$ cat config.mk
export PLATFORM = sky130hd
export DESIGN_NAME = fir_result_decimator_flat
export DESIGN_NICKNAME = d
export VERILOG_FILES = /design/src/rtl/fir_pkg.sv /design/src/rtl/fir_result_decimator_if.sv /design/src/rtl/fir_sync_fifo.sv /design/src/rtl/fir_result_decimator.sv /design/src/flat_wrapper.sv
export SDC_FILE = /design/constraint.sdc
export NUM_CORES = 1
export LEC_CHECK = 0
export BUFFER_PORTS_ARGS = -buffer_cell sky130_fd_sc_hd__buf_2
export CELL_PAD_IN_SITES_DETAIL_PLACEMENT = 1
export CELL_PAD_IN_SITES_GLOBAL_PLACEMENT = 2
export CORE_AREA = 2 2 112 114
export DETAILED_ROUTE_END_ITERATION = 7
export DIE_AREA = 0 0 114 116
export PLACE_DENSITY = 0.8
export SLEW_MARGIN = 15
export SYNTH_ARGS = -nofsm -noshare
export SYNTH_HDL_FRONTEND = slang
export SYNTH_SLANG_ARGS = --single-unit
$ cat constraint.sdc
create_clock -name i_clk -period 4.1 [get_ports i_clk]
set_clock_uncertainty 0.15 [all_clocks]
set_input_delay 0.41 -clock i_clk [delete_from_list [all_inputs] [get_ports i_clk]]
set_output_delay 0.41 -clock i_clk [all_outputs]
set_load 0.02 [all_outputs]
$ cat src/rtl/fir_pkg.sv
// Shared definitions for the FIR filter and its downstream result decimator.
//   FIR_SAMPLE_W : filter input sample width
//   FIR_RESULT_W : filter result width (decimator data width)
//   fir_state_e  : decimator warm-up/run state
package fir_pkg;
    localparam int FIR_SAMPLE_W = 3;
    localparam int FIR_RESULT_W = 10;

    typedef enum logic {
        WARMUP = 1'b0,
        RUN    = 1'b1
    } fir_state_e;
endpackage

$ cat src/rtl/fir_result_decimator_if.sv
// Handshake bundle between the filter-side producer / consumer and the decimator.
//   i_en, result : capture enable and filter result (into decimator)
//   o_data, o_valid, i_ready : FIFO head with valid/ready handshake
//   o_count, o_overflow : occupancy and sticky drop flag
interface fir_result_decimator_if
    import fir_pkg::*;
#(
    parameter int DATA_W = FIR_RESULT_W,
    parameter int DEPTH  = 8
);
    logic                     i_en;
    logic [DATA_W-1:0]        result;
    logic [DATA_W-1:0]        o_data;
    logic                     o_valid;
    logic                     i_ready;
    logic [$clog2(DEPTH):0]   o_count;
    logic                     o_overflow;

    modport slave  (input i_en, result, i_ready,
                    output o_data, o_valid, o_count, o_overflow);
    modport master (output i_en, result, i_ready,
                    input o_data, o_valid, o_count, o_overflow);
endinterface

$ cat src/rtl/fir_sync_fifo.sv
// Synchronous FIFO holding kept filter results.
//   push/din : write din (caller guarantees not full, or full with pop)
//   pop      : advance head (caller guarantees not empty)
//   dout     : head word, registered storage only
//   count    : occupancy 0..DEPTH; full/empty derived from it
module fir_sync_fifo
    import fir_pkg::*;
#(
    parameter int DATA_W = FIR_RESULT_W,
    parameter int DEPTH  = 8
) (
    input  logic                   i_clk,
    input  logic                   i_rst_n,
    input  logic                   push,
    input  logic                   pop,
    input  logic [DATA_W-1:0]      din,
    output logic [DATA_W-1:0]      dout,
    output logic [$clog2(DEPTH):0] count,
    output logic                   full,
    output logic                   empty
);
    localparam int PW = $clog2(DEPTH);
    localparam int CW = PW + 1;
    localparam logic [CW-1:0] DEPTH_C = CW'(DEPTH);

    logic [DATA_W-1:0] mem_q [DEPTH];
    logic [DATA_W-1:0] mem_d [DEPTH];
    logic [PW-1:0]     wr_ptr_q, wr_ptr_d;
    logic [PW-1:0]     rd_ptr_q, rd_ptr_d;
    logic [CW-1:0]     count_q, count_d;

    // Full with push+pop writes the slot being read this cycle; the old
    // word is still on dout until the edge, so ordering is preserved.
    always_comb begin
        mem_d    = mem_q;
        wr_ptr_d = wr_ptr_q;
        rd_ptr_d = rd_ptr_q;
        count_d  = count_q;
        if (push) begin
            mem_d[wr_ptr_q] = din;
            wr_ptr_d        = wr_ptr_q + 1'b1;
        end
        if (pop) rd_ptr_d = rd_ptr_q + 1'b1;
        case ({push, pop})
            2'b10:   count_d = count_q + 1'b1;
            2'b01:   count_d = count_q - 1'b1;
            default: count_d = count_q;
        endcase
    end

    always_ff @(posedge i_clk or negedge i_rst_n) begin
        if (!i_rst_n) begin
            for (int i = 0; i < DEPTH; i++) mem_q[i] <= '0;
            wr_ptr_q <= '0;
            rd_ptr_q <= '0;
            count_q  <= '0;
        end else begin
            mem_q    <= mem_d;
            wr_ptr_q <= wr_ptr_d;
            rd_ptr_q <= rd_ptr_d;
            count_q  <= count_d;
        end
    end

    assign dout  = mem_q[rd_ptr_q];
    assign count = count_q;
    assign full  = (count_q == DEPTH_C);
    assign empty = (count_q == '0);
endmodule

$ cat src/rtl/fir_result_decimator.sv
// Decimates fir_filter results: drops SKIP enabled cycles of warm-up, then
// keeps one result of every DECIM enabled cycles into a FIFO read over a
// valid/ready handshake. o_overflow is sticky once a kept result is lost.
//   i_clk, i_rst_n : clock, async active-low reset
//   bus (slave)    : i_en/result capture side, o_data/o_valid/i_ready head,
//                    o_count occupancy, o_overflow sticky drop flag
module fir_result_decimator
    import fir_pkg::*;
#(
    parameter int DATA_W = FIR_RESULT_W,
    parameter int DECIM  = 4,
    parameter int SKIP   = 8,
    parameter int DEPTH  = 8
) (
    input  logic                  i_clk,
    input  logic                  i_rst_n,
    fir_result_decimator_if.slave bus
);
    localparam int SKW = (SKIP > 1) ? $clog2(SKIP + 1) : 1;
    localparam int PHW = (DECIM > 1) ? $clog2(DECIM) : 1;
    localparam logic [SKW-1:0] SKIP_C     = SKW'(SKIP);
    localparam logic [PHW-1:0] PHASE_LAST = PHW'(DECIM - 1);
    localparam fir_state_e     RST_STATE  = (SKIP == 0) ? RUN : WARMUP;

    fir_state_e     state_q, state_d;
    logic [SKW-1:0] skip_cnt_q, skip_cnt_d;
    logic [PHW-1:0] phase_q, phase_d;
    logic           overflow_q, overflow_d;
    logic           keep, push, pop, full, empty;

    always_comb begin
        state_d    = state_q;
        skip_cnt_d = skip_cnt_q;
        phase_d    = phase_q;
        keep       = 1'b0;
        case (state_q)
            WARMUP: if (bus.i_en) begin
                skip_cnt_d = skip_cnt_q + 1'b1;
                if (skip_cnt_d == SKIP_C) state_d = RUN;
            end
            RUN: if (bus.i_en) begin
                keep    = (phase_q == '0);
                phase_d = (phase_q == PHASE_LAST) ? '0 : phase_q + 1'b1;
            end
        endcase
    end

    // Pop qualifies on o_valid (registered), so i_ready never reaches outputs.
    always_comb begin
        pop        = bus.o_valid && bus.i_ready;
        push       = keep && (!full || pop);
        overflow_d = overflow_q | (keep && full && !pop);
    end

    always_ff @(posedge i_clk or negedge i_rst_n) begin
        if (!i_rst_n) begin
            state_q    <= RST_STATE;
            skip_cnt_q <= '0;
            phase_q    <= '0;
            overflow_q <= 1'b0;
        end else begin
            state_q    <= state_d;
            skip_cnt_q <= skip_cnt_d;
            phase_q    <= phase_d;
            overflow_q <= overflow_d;
        end
    end

    fir_sync_fifo #(.DATA_W(DATA_W), .DEPTH(DEPTH)) u_fifo (
        .i_clk  (i_clk),
        .i_rst_n(i_rst_n),
        .push   (push),
        .pop    (pop),
        .din    (bus.result),
        .dout   (bus.o_data),
        .count  (bus.o_count),
        .full   (full),
        .empty  (empty)
    );

    assign bus.o_valid    = !empty;
    assign bus.o_overflow = overflow_q;
endmodule

$ cat src/flat_wrapper.sv
// flat-port wrapper written by rule: the top's interface ports become plain ports
module fir_result_decimator_flat import fir_pkg::*;
#(
    parameter int DATA_W = FIR_RESULT_W,
    parameter int DECIM  = 4,
    parameter int SKIP   = 8,
    parameter int DEPTH  = 8
)
  (i_clk, i_rst_n, bus_i_en, bus_result, bus_i_ready, bus_o_data, bus_o_valid, bus_o_count, bus_o_overflow);
  fir_result_decimator_if #(.DATA_W(DATA_W), .DEPTH(DEPTH)) bus_i ();
  input  logic i_clk;
  input  logic i_rst_n;
  input wire logic [$bits(bus_i.i_en)-1:0] bus_i_en;
  input wire logic [$bits(bus_i.result)-1:0] bus_result;
  input wire logic [$bits(bus_i.i_ready)-1:0] bus_i_ready;
  output wire logic [$bits(bus_i.o_data)-1:0] bus_o_data;
  output wire logic [$bits(bus_i.o_valid)-1:0] bus_o_valid;
  output wire logic [$bits(bus_i.o_count)-1:0] bus_o_count;
  output wire logic [$bits(bus_i.o_overflow)-1:0] bus_o_overflow;
  assign bus_i.i_en = bus_i_en;
  assign bus_i.result = bus_result;
  assign bus_i.i_ready = bus_i_ready;
  assign bus_o_data = bus_i.o_data;
  assign bus_o_valid = bus_i.o_valid;
  assign bus_o_count = bus_i.o_count;
  assign bus_o_overflow = bus_i.o_overflow;
  fir_result_decimator #(.DATA_W(DATA_W), .DECIM(DECIM), .SKIP(SKIP), .DEPTH(DEPTH)) u_core (.i_clk(i_clk), .i_rst_n(i_rst_n), .bus(bus_i));
endmodule
# --- Word-level counts from Yosys, hierarchy flattened ---
# Index checks and enable logic that the tools add are counted.
totals:
  latch_bits: 0
  romBits: 0
  word_cells: 60
  ram_bits: 0
  inputBits: 14
  out_inout_bits: 16
  mem_count: 0
  register_bits: 98
classes:
  n_bitwise: 4
  addsub: 6
  mux: 13
  n_mul: 0
  order_cmp: 3
  n_div: 0
  n_reduce_logical: 14
  shifts: 0
  n_eq_ne: 5
op_table:
  columns: ["cell", "count"]
  rows:
  - ["$bwmux W80", 1]
  - ["$bmux W10 S3", 1]
  - ["$demux W10 S3", 1]
  - ["$mux W10", 3]
  - ["$add A4 B1 Y4 const B", 2]
  - ["$eq A4 B4 Y1 const B", 2]
  - ["$ge A4 B4 Y1 const B", 2]
  - ["$not A3 Y4", 2]
  - ["$pmux W4 S2", 1]
  - ["$add A3 B1 Y3 const B", 2]
  - ["$logic_and A1 B1 Y1", 5]
  - ["$mux W1", 5]
  - ["$eq A2 B2 Y1 const B", 2]
  - ["$logic_not A4 Y1", 1]
  - ["$lt A4 B1 Y1 const B", 1]
  - ["$reduce_and A2 Y1", 2]
  - ["$sub A4 B1 Y4 const B", 1]
  - ["$logic_not A1 Y1", 3]
  - ["$add A2 B1 Y2 const B", 1]
  - ["$eq A2 B1 Y1 const B", 1]
  - ["$logic_not A2 Y1", 1]
  - ["$mux W2", 1]
  - ["$reduce_bool A2 Y1", 1]
  - ["$logic_or A1 B1 Y1", 1]
  - ["2 further kinds", 2]

# --- Longest topological paths before layout ---
# Gate-level depths: netlist of the first run.
depth:
  word_depth: 7
  ltp_mapped: 12
  mapped_depth_nobuf: 11

# --- Modules after synthesis ---
# From an unflattened synthesis of the first run, not the netlist that was laid out.
hier_totals:
  hier_cells: 295
  area_unflattened_um2: 4570.6
by_module_without_submodules:
  columns: ["mod", "area_each_um2", "cells_each", "n_inst", "seq_area_each_um2"]
  rows:
  - ["fir_sync_fifo", 4155.2, 256, 1, 2252.2]
  - ["fir_result_decimator", 415.4, 39, 1, 200.2]

# --- Least setup slack after synthesis of the first run ---
# OpenSTA, ideal clock, no wires.
synth_timing:
  path_type: "reg2reg"
  start: "register u_core.u_fifo.count_q[1] (netlist: u_core.u_fifo.count[1])"
  end: "register u_core.u_fifo.count_q[3] (netlist: u_core.u_fifo.count[3])"
  setup_ns: 0.143
  period_less_slack_ns: 2.965
  path_buffers: 2
  arrival_time_ns: 2.671
  setup_slack_ns: 1.135
  path_stages_with_launch: 10
  required_time_ns: 3.807
  cell_sequence: "dfrtp_1 > buf_2 > nor3_1 > buf_4 > a21oi_1 > inv_1 > ha_1 > or3b_2 > a2111oi_0 > o221ai_1"
synth_via:
  elab_chain_cells: 7
  word_cells_on_any_way: 13
  cone_classes: "add/sub: 2; eq/ne: 3; mux: 1; reduce/logical: 7"
synth_lines:
  columns: ["item", "line", "rtl"]
  rows:
  - ["start, declared", "fir_sync_fifo.sv:30", "logic [CW-1:0] count_q, count_d;"]
  - ["start signal, assigned", "fir_sync_fifo.sv:61", "count_q <= count_d;"]
  - ["$logic_not A4 Y1", "fir_sync_fifo.sv:68", "assign empty = (count_q == '0);"]
  - ["$logic_not A1 Y1", "fir_result_decimator.sv:81", "assign bus.o_valid = !empty;"]
  - ["$logic_and A1 B1 Y1", "fir_result_decimator.sv:50", "pop = bus.o_valid && bus.i_ready;"]
  - ["$logic_or A1 B1 Y1", "fir_result_decimator.sv:51", "push = keep && (!full || pop);"]
  - ["$logic_and A1 B1 Y1", "fir_result_decimator.sv:51", null]
  - ["$eq A2 B1 Y1 or $eq A2 B2 Y1 (tied branches)", "fir_sync_fifo.sv:44", "case ({push, pop})"]
  - ["$pmux W4 S2 or $reduce_bool A2 Y1 (tied branches)", null, null]
# Parallel ways exist; a longest one is shown, timed or not.
# A chain may end at the register's enable or synchronous reset.

# --- Worst setup path in the final report of the first run ---
layout_timing:
  start: "register u_core.u_fifo.count_q[3] (netlist: u_core.u_fifo.count[3])"
  end: "register u_core.u_fifo.count_q[3] (netlist: u_core.u_fifo.count[3])"
# The elaborated chain is that of the path after synthesis.

==> impl_metrics.csv, run 1 <==
group,metric,value,unit
drt,ant_nets,0,
die,row_count,40,
finish,n_fill_cell,1201,
power_and_ir_drop,total_power,3.998,mW
critical_path,cp_data_required_time,4.16,ns
hold_path,hold_path_class,"input pin to asynchronous set/reset pin",
clock_tree,numCtsBuffers,9,
power_and_ir_drop,intPower,2.621,mW
die,design.core.area,0.01191,mm^2
sta,tightest_slew,1.108,ns
power_and_ir_drop,power_frac_seq,42.7,%
placement,place_hpwl,5918,um
drt,route.vias.total,2664,
clock_tree,clk_pin_slew,0.06,ns
grt,first_global_vias,2989,
critical_path,cp-start-kind,"register",
yosys,avgSynthCellArea,15.62,um^2
yosys,synth_seq_cells,98,
sta,min_period,3.347,ns
yosys,netlist_instances,304,
die,die_h,116,um
yosys,synth_ff_type,"dfrtp_1",
critical_path,crit_path_top_delay_cell,"nor2b_2",
sta,setup_ws,0.7531,ns
clock_tree,htreeDepth,3,
critical_path,critPathArrivalTime,3.40,ns
yosys,yosysUniqueCellTypes,36,
sta,hold_violations,0,
critical_path,startpoint,"u_core.u_fifo.count[3]$_DFFE_PN0P_",
sta,period_share,81.63,%
drt,drcViolationCount,0,
finish,fin_nets,358,
critical_path,end_kind,"register",
power_and_ir_drop,comb_power_share,37.7,%
sta,relSlewSlack,26.14,%
critical_path,r2r-start,"u_core.u_fifo.count[3]$_DFFE_PN0P_",
critical_path,regToRegSetupSlack,0.75,ns
clock_tree,cts-root-buf,"clkbuf_16",
drt,avgViaCountPerCell,5.470,
drt,drtIter0Drc,79,
grt,grt_max_degree,80,
critical_path,max_stage_delay,0.84,ns
clock_tree,clk_path_buf_depth,2,
yosys,yosysSeqAreaShare,51.65,%
grt,antenna_found_initial,0,
outcome,status,"finished, final reports clean",
critical_path,cp_cell_sequence,"nor2b_2 -> a21oi_1 -> inv_1 -> ha_1 -> or3b_2 -> a2111oi_0 -> o221ai_1",
die,start_util,39.86,%
clock_tree,cts_setup_buffers,0,
drt,wl_per_cell,20.07,um
placement,portBuffers,29,
finish,diodes,0,
yosys,synth_edf_count,0,
placement,placed_cells,471,
clock_tree,cts-hold-fix-buffers,0,
sta,tns,0,ns
power_and_ir_drop,vdd_ir_drop_max,0.3438,mV
run,maxCapViolCount,0,
placement,dpl_worst_slack,0.6620,ns
finish,synthToLayoutAreaGrowth,12.04,%
clock_tree,postCtsResizedCells,0,
sta,setup_viol,0,
clock_tree,clk_latency,0.34,ns
sta,drv_slew,0,
grt,track_usage,16.25,%
finish,layout-drive-gt1-share,51.18,%
critical_path,reg2regPathDepth,7,
sta,rsz0062_at_grt,"false",
yosys,synth_nets,327,
yosys,yosys_warnings,0,
grt,grt_overflow_total,0,
power_and_ir_drop,p_switching,1.377,mW
yosys,async_flop_share,100.0,%
clock_tree,clock_sinks,98,
yosys,yosysTopAreaCell,"dfrtp_1",
die,io_pins,30,
critical_path,cp_max_fo,11,
drt,drt-pass1-iter-count,4,
yosys,synthTopCellsByArea,"dfrtp_1 (52%), mux2_2 (21%), mux4_2 (9.5%)",
finish,fin_cells,487,
power_and_ir_drop,power.density,751.4,mW/mm^2
power_and_ir_drop,clockPowerShare,19.6,%
die,die_area,0.01322,mm^2
grt,grt_pass1_wl,16040,um
yosys,synth_top_area_share,51.65,%
clock_tree,cts_tree,"done",
sta,holdWs,0.07893,ns
yosys,syn-cell-area,0.004748,mm^2
critical_path,critPathKind,"register to register",
drt,drt_wl_total,9776,um
power_and_ir_drop,leakage,2.390,nW
sta,fmax,0.2988,GHz
placement,gp_congestion,0.6859,
die,die_x,114,um
power_and_ir_drop,swShare,34.44,%
==> final timing paths <==
path	endpoint
max in group asynchronous	u_core.u_fifo.mem_q[35]$_DFFE_PN0P_
min in group i_clk	u_core.state_q$_DFF_PN0_
min	u_core.u_fifo.mem_q[26]$_DFFE_PN0P_
max reg2reg	u_core.u_fifo.count[3]$_DFFE_PN0P_
min reg2reg	u_core.bus.o_overflow$_DFF_PN0_
max	u_core.u_fifo.count[3]$_DFFE_PN0P_
==> layout make-up <==
cell class / instances / area, um^2 / share of cell area, %
sequential: 98 / 2452 / 46.10
multi-input combinational: 187 / 2210 / 41.53
clock buffer: 12 / 246.5 / 4.633
tap: 147 / 183.9 / 3.457
timing repair buffer: 33 / 177.7 / 3.340
clock inverter: 4 / 27.53 / 0.5174
inverter: 6 / 22.52 / 0.4233
==> flip-flops by register name, summed over array words and instances, names as in the netlist <==
| name | flops |
|---|---|
| u_core.skip_cnt_q | 4 |
| u_core.u_fifo.mem_q | 80 |
| u_core.u_fifo.wr_ptr_q | 3 |
| u_core.u_fifo.rd_ptr_q | 3 |
| u_core.state_q | 1 |
| u_core.phase_q | 2 |
| u_core.u_fifo.count | 4 |
| u_core.bus.o_overflow | 1 |
==> critical path, delay by kind of cell, from the launching register on <==
kind                       cells  cell delay, ns
AOI/OAI and AO/OA              3            0.91
adders and majority gates      1            0.27
DFF                            1            0.41
buffers and inverters          1            0.14
and+or+nand+nor                2            1.33
==> cell usage in the layout (no fill, tap or decap), types with 3 or more instances in the layout <==
cell,n
buf_4,5
clkbuf_16,9
dfrtp_1,98
ha_1,9
mux4_2,20
a211oi_4,7
buf_2,28
mux2_2,88
mux2_4,6
nand3_1,4
inv_1,6
xor2_1,4
nand3b_1,4
nand2_1,7
xnor2_1,8
a21oi_1,3
==> cells in the mapped netlist, types with 4 or more instances <==
cell type,n
nand3b_1,4
nand2_1,7
xnor2_1,8
inv_1,6
clkbuf_1,4
ha_1,9
nand3_1,4
mux2_4,6
mux2_2,88
a211oi_4,7
dfrtp_1,98
xor2_1,4
mux4_2,20
buf_2,6
==> power groups by stage <==
| stage | combinational (mW) | clock, mW | sequential, mW |
|---|---|---|---|
| 2_1_floorplan | 1.30 | 0 | 1.55 |
| 3_3_place_gp | 1.48 | 0 | 1.70 |
| 3_5_place_dp | 1.53 | 0 | 1.72 |
| 4_1_cts | 1.54 | 0.809 | 1.71 |
| 5_1_grt | 1.64 | 0.847 | 1.78 |
| 6_report | 1.51 | 0.782 | 1.71 |
==> kinds of logic after synthesis <==
group,count (synthesis),share of synthesized area [%]
AO/OA/AOI/OAI,19,5.244
XOR/XNOR,12,2.213
adder cells (fa/ha/maj),9,2.372
buffers and inverters,19,1.976
flip-flops,98,51.65
multiplexers,115,32.46
AND/OR/NAND/NOR,32,4.085
==> per-layer routing <==
metal  up-vias  track usage, %  routed length [um]
met5         -               0                   0
met1      1436           20.69                4528
met2        34           27.50                4782
li1       1182               -                   -
met3        12           4.289                 311
met4         0           4.715                 153
==> through the flow <==
step           cell area, um^2  util, %
2_1_floorplan             4748        -
3_3_place_gp              5046    42.36
3_5_place_dp              5046    42.36
4_1_cts                   5320    44.66
5_1_grt                   5320    44.66
6_report                  5320    44.66
No activity file was read; power rests on OpenSTA's default activity.
==> run 2: changes to the inputs <==
==> constraint.sdc (replaced) <==
create_clock -name i_clk -period 3.2 [get_ports i_clk]
set_clock_uncertainty 0.15 [all_clocks]
set_input_delay 0.32 -clock i_clk [delete_from_list [all_inputs] [get_ports i_clk]]
set_output_delay 0.32 -clock i_clk [all_outputs]
set_load 0.02 [all_outputs]
==> impl_metrics.csv, run 2 (synthesis results as in run 1) <==
group,metric,value,unit
sta,drv_slew,0,
drt,drtIter0Drc,123,
critical_path,endpoint,"u_core.u_fifo.count[3]$_DFFE_PN0P_",
finish,final_cell_mix,"dfrtp_1 (98), mux2_2 (88), buf_2 (28), mux4_2 (20)",
die,die_area,0.01322,mm^2
sta,min_period,2.797,ns
finish,postLayoutCoreUtil,45.42,%
finish,largest_register_ffs,80,
clock_tree,cts_tree,"done",
critical_path,r2r_end,"u_core.u_fifo.count[3]$_DFFE_PN0P_",
placement,dpl_cell_area,0.005109,mm^2
grt,track_usage,16.17,%
critical_path,critPathKind,"register to register",
finish,layout-drive-gt1-share,52.03,%
grt,grt_max_degree,59,
critical_path,path_delay_family,"simple AND/OR/NAND/NOR gates",
grt,gr-usage-met3,3.243,%
die,row_count,40,
critical_path,cp_cell_sequence,"or4_1 -> nand2_1 -> inv_1 -> ha_1 -> or4b_2 -> a21o_1 -> o221ai_1",
drt,drcViolationCount,0,
power_and_ir_drop,power.density,963.9,mW/mm^2
critical_path,startpoint,"u_core.u_fifo.count[2]$_DFFE_PN0P_",
die,io_pins,30,
finish,n_fill_cell,1195,
grt,antenna_found_initial,0,
clock_tree,cts-root-buf,"clkbuf_16",
placement,gp_congestion,0.7173,
die,die_x,114,um
placement,placed_cells,476,
critical_path,cp.depth,7,
finish,regMostFlops,"u_core.u_fifo.mem_q",
die,design.core.area,0.01191,mm^2
grt,met2_usage,27.02,%
die,die_h,116,um
grt,grt_pass1_wl,16060,um
grt,grt_overflow_total,0,
sta,fmax,0.3575,GHz
critical_path,cp_max_fo,8,
placement,portBuffers,29,
critical_path,regToRegSetupSlack,0.40,ns
clock_tree,clk_pin_slew,0.06,ns
critical_path,reg2regPathDepth,7,
run,maxCapViolCount,0,
finish,diodes,0,
grt,busiest_layer,"met2",
sta,period_share,87.41,%
drt,ant_nets,0,
drt,drt_wl_total,9568,um
sta,setup_viol,0,
clock_tree,clock_sinks,98,
sta,tightest_slew,0.8105,ns
clock_tree,htreeDepth,3,
sta,relSlewSlack,45.79,%
critical_path,crit_buf_inv,1,
finish,design_area,0.005410,mm^2
critical_path,max_stage_delay,0.63,ns
grt,grtUsageMet1,21.60,%
critical_path,cp-start-kind,"register",
sta,rsz0062_at_grt,"false",
critical_path,r2r-start,"u_core.u_fifo.count[2]$_DFFE_PN0P_",
clock_tree,clk_path_buf_depth,2,
critical_path,crit_path_top_delay_cell,"or4b_2",
hold_path,hold_path_class,"input pin to register",
drt,wl_per_cell,19.49,um
critical_path,cp_data_required_time,3.30,ns
grt,first_global_vias,3041,
sta,tns,0,ns
finish,seq_area,0.002452,mm^2
clock_tree,postCtsResizedCells,0,
finish,multi_input_area,0.002210,mm^2
outcome,status,"finished, final reports clean",
finish,fin_nets,364,
drt,route.vias.total,2667,
power_and_ir_drop,vdd_ir_drop_max,0.4133,mV
finish,fin_cells,491,
drt,avgViaCountPerCell,5.432,
clock_tree,numCtsBuffers,9,
critical_path,critPathArrivalTime,2.90,ns
sta,hold_violations,0,
clock_tree,clk_latency,0.34,ns
drt,drt-pass1-iter-count,4,
finish,final_common_cell,"dfrtp_1",
critical_path,end_kind,"register",
finish,synthToLayoutAreaGrowth,13.94,%
die,start_util,39.86,%
placement,place_hpwl,6285,um
power_and_ir_drop,leakage,2.438,nW
[run 2: cell types whose count changed in the layout (fill, tap and decap cells not counted)]
cell	previous run	this run
dlygate4sd3_1	0	1
clkbuf_1	2	0
clkinv_2	2	1
inv_6	0	1
clkinv_4	2	1
buf_4	5	8
buf_12	0	2
bufinv_16	0	1
[run 2: worst min-delay path by stage]
stage | startpoint | cells after the start | end
after floorplan | i_rst_n | 0 | u_core.bus.o_overflow$_DFF_PN0_
after global placement | i_rst_n | 1 | u_core.u_fifo.mem_q[26]$_DFFE_PN0P_
after detailed placement | i_rst_n | 1 | u_core.u_fifo.mem_q[26]$_DFFE_PN0P_
after CTS | bus_i_ready | 3 | u_core.u_fifo.rd_ptr_q[2]$_DFFE_PN0P_
after global routing | bus_result[8] | 2 | u_core.u_fifo.mem_q[28]$_DFFE_PN0P_
final | bus_i_ready | 3 | u_core.u_fifo.rd_ptr_q[2]$_DFFE_PN0P_
[run 2: area by class of cell]
type,count,area share [%]
sequential,98,45.33
clock inverter,4,0.9713
timing repair buffer,39,4.625
clock buffer,10,4.417
tap,147,3.400
multi-input combinational,187,40.84
inverter,6,0.4163
[run 2: worst register-to-register path, stage by stage (launching register included)]
cell and delay [ns]:
dfrtp_1 0.47, or4_1 0.58, nand2_1 0.17, inv_1 0.08, ha_1 0.41, or4b_2 0.63, a21o_1 0.17, o221ai_1 0.06
[run 2: power by group]
part	leakage, nW	switching (mW)	internal (mW)
clock network	0.145	0.440	0.621
registers	1.27	0.412	1.72
logic	1.02	0.901	1.12
total	2.44	1.75	3.46
[run 2: repair_timing]
item | in CTS | in global routing
buffers inserted | 0 | 0
hold buffers | 1 | 0
endpoints found under the hold margin | 40 | 0
[run 2: metrics by stage]
step                power [mW]  hold slack, ns  worst slack [ns]
finish                   5.215          0.1460            0.4030
global route             5.567          0.1703            0.2863
CTS                      5.307          0.1399            0.4054
detailed placement       4.214          0.1924            0.4235
global placement         4.094          0.1901            0.4957
floorplan                3.648         -0.1256            0.2351
[run 2: per-layer routing]
layer | wire length [um] | share of wire [%] | vias to the layer above
met5 | 0 | 0 | -
met4 | 122 | 1.3 | 0
met3 | 228 | 2.4 | 11
met2 | 4766 | 50 | 31
met1 | 4450 | 47 | 1429
li1 | - | - | 1196
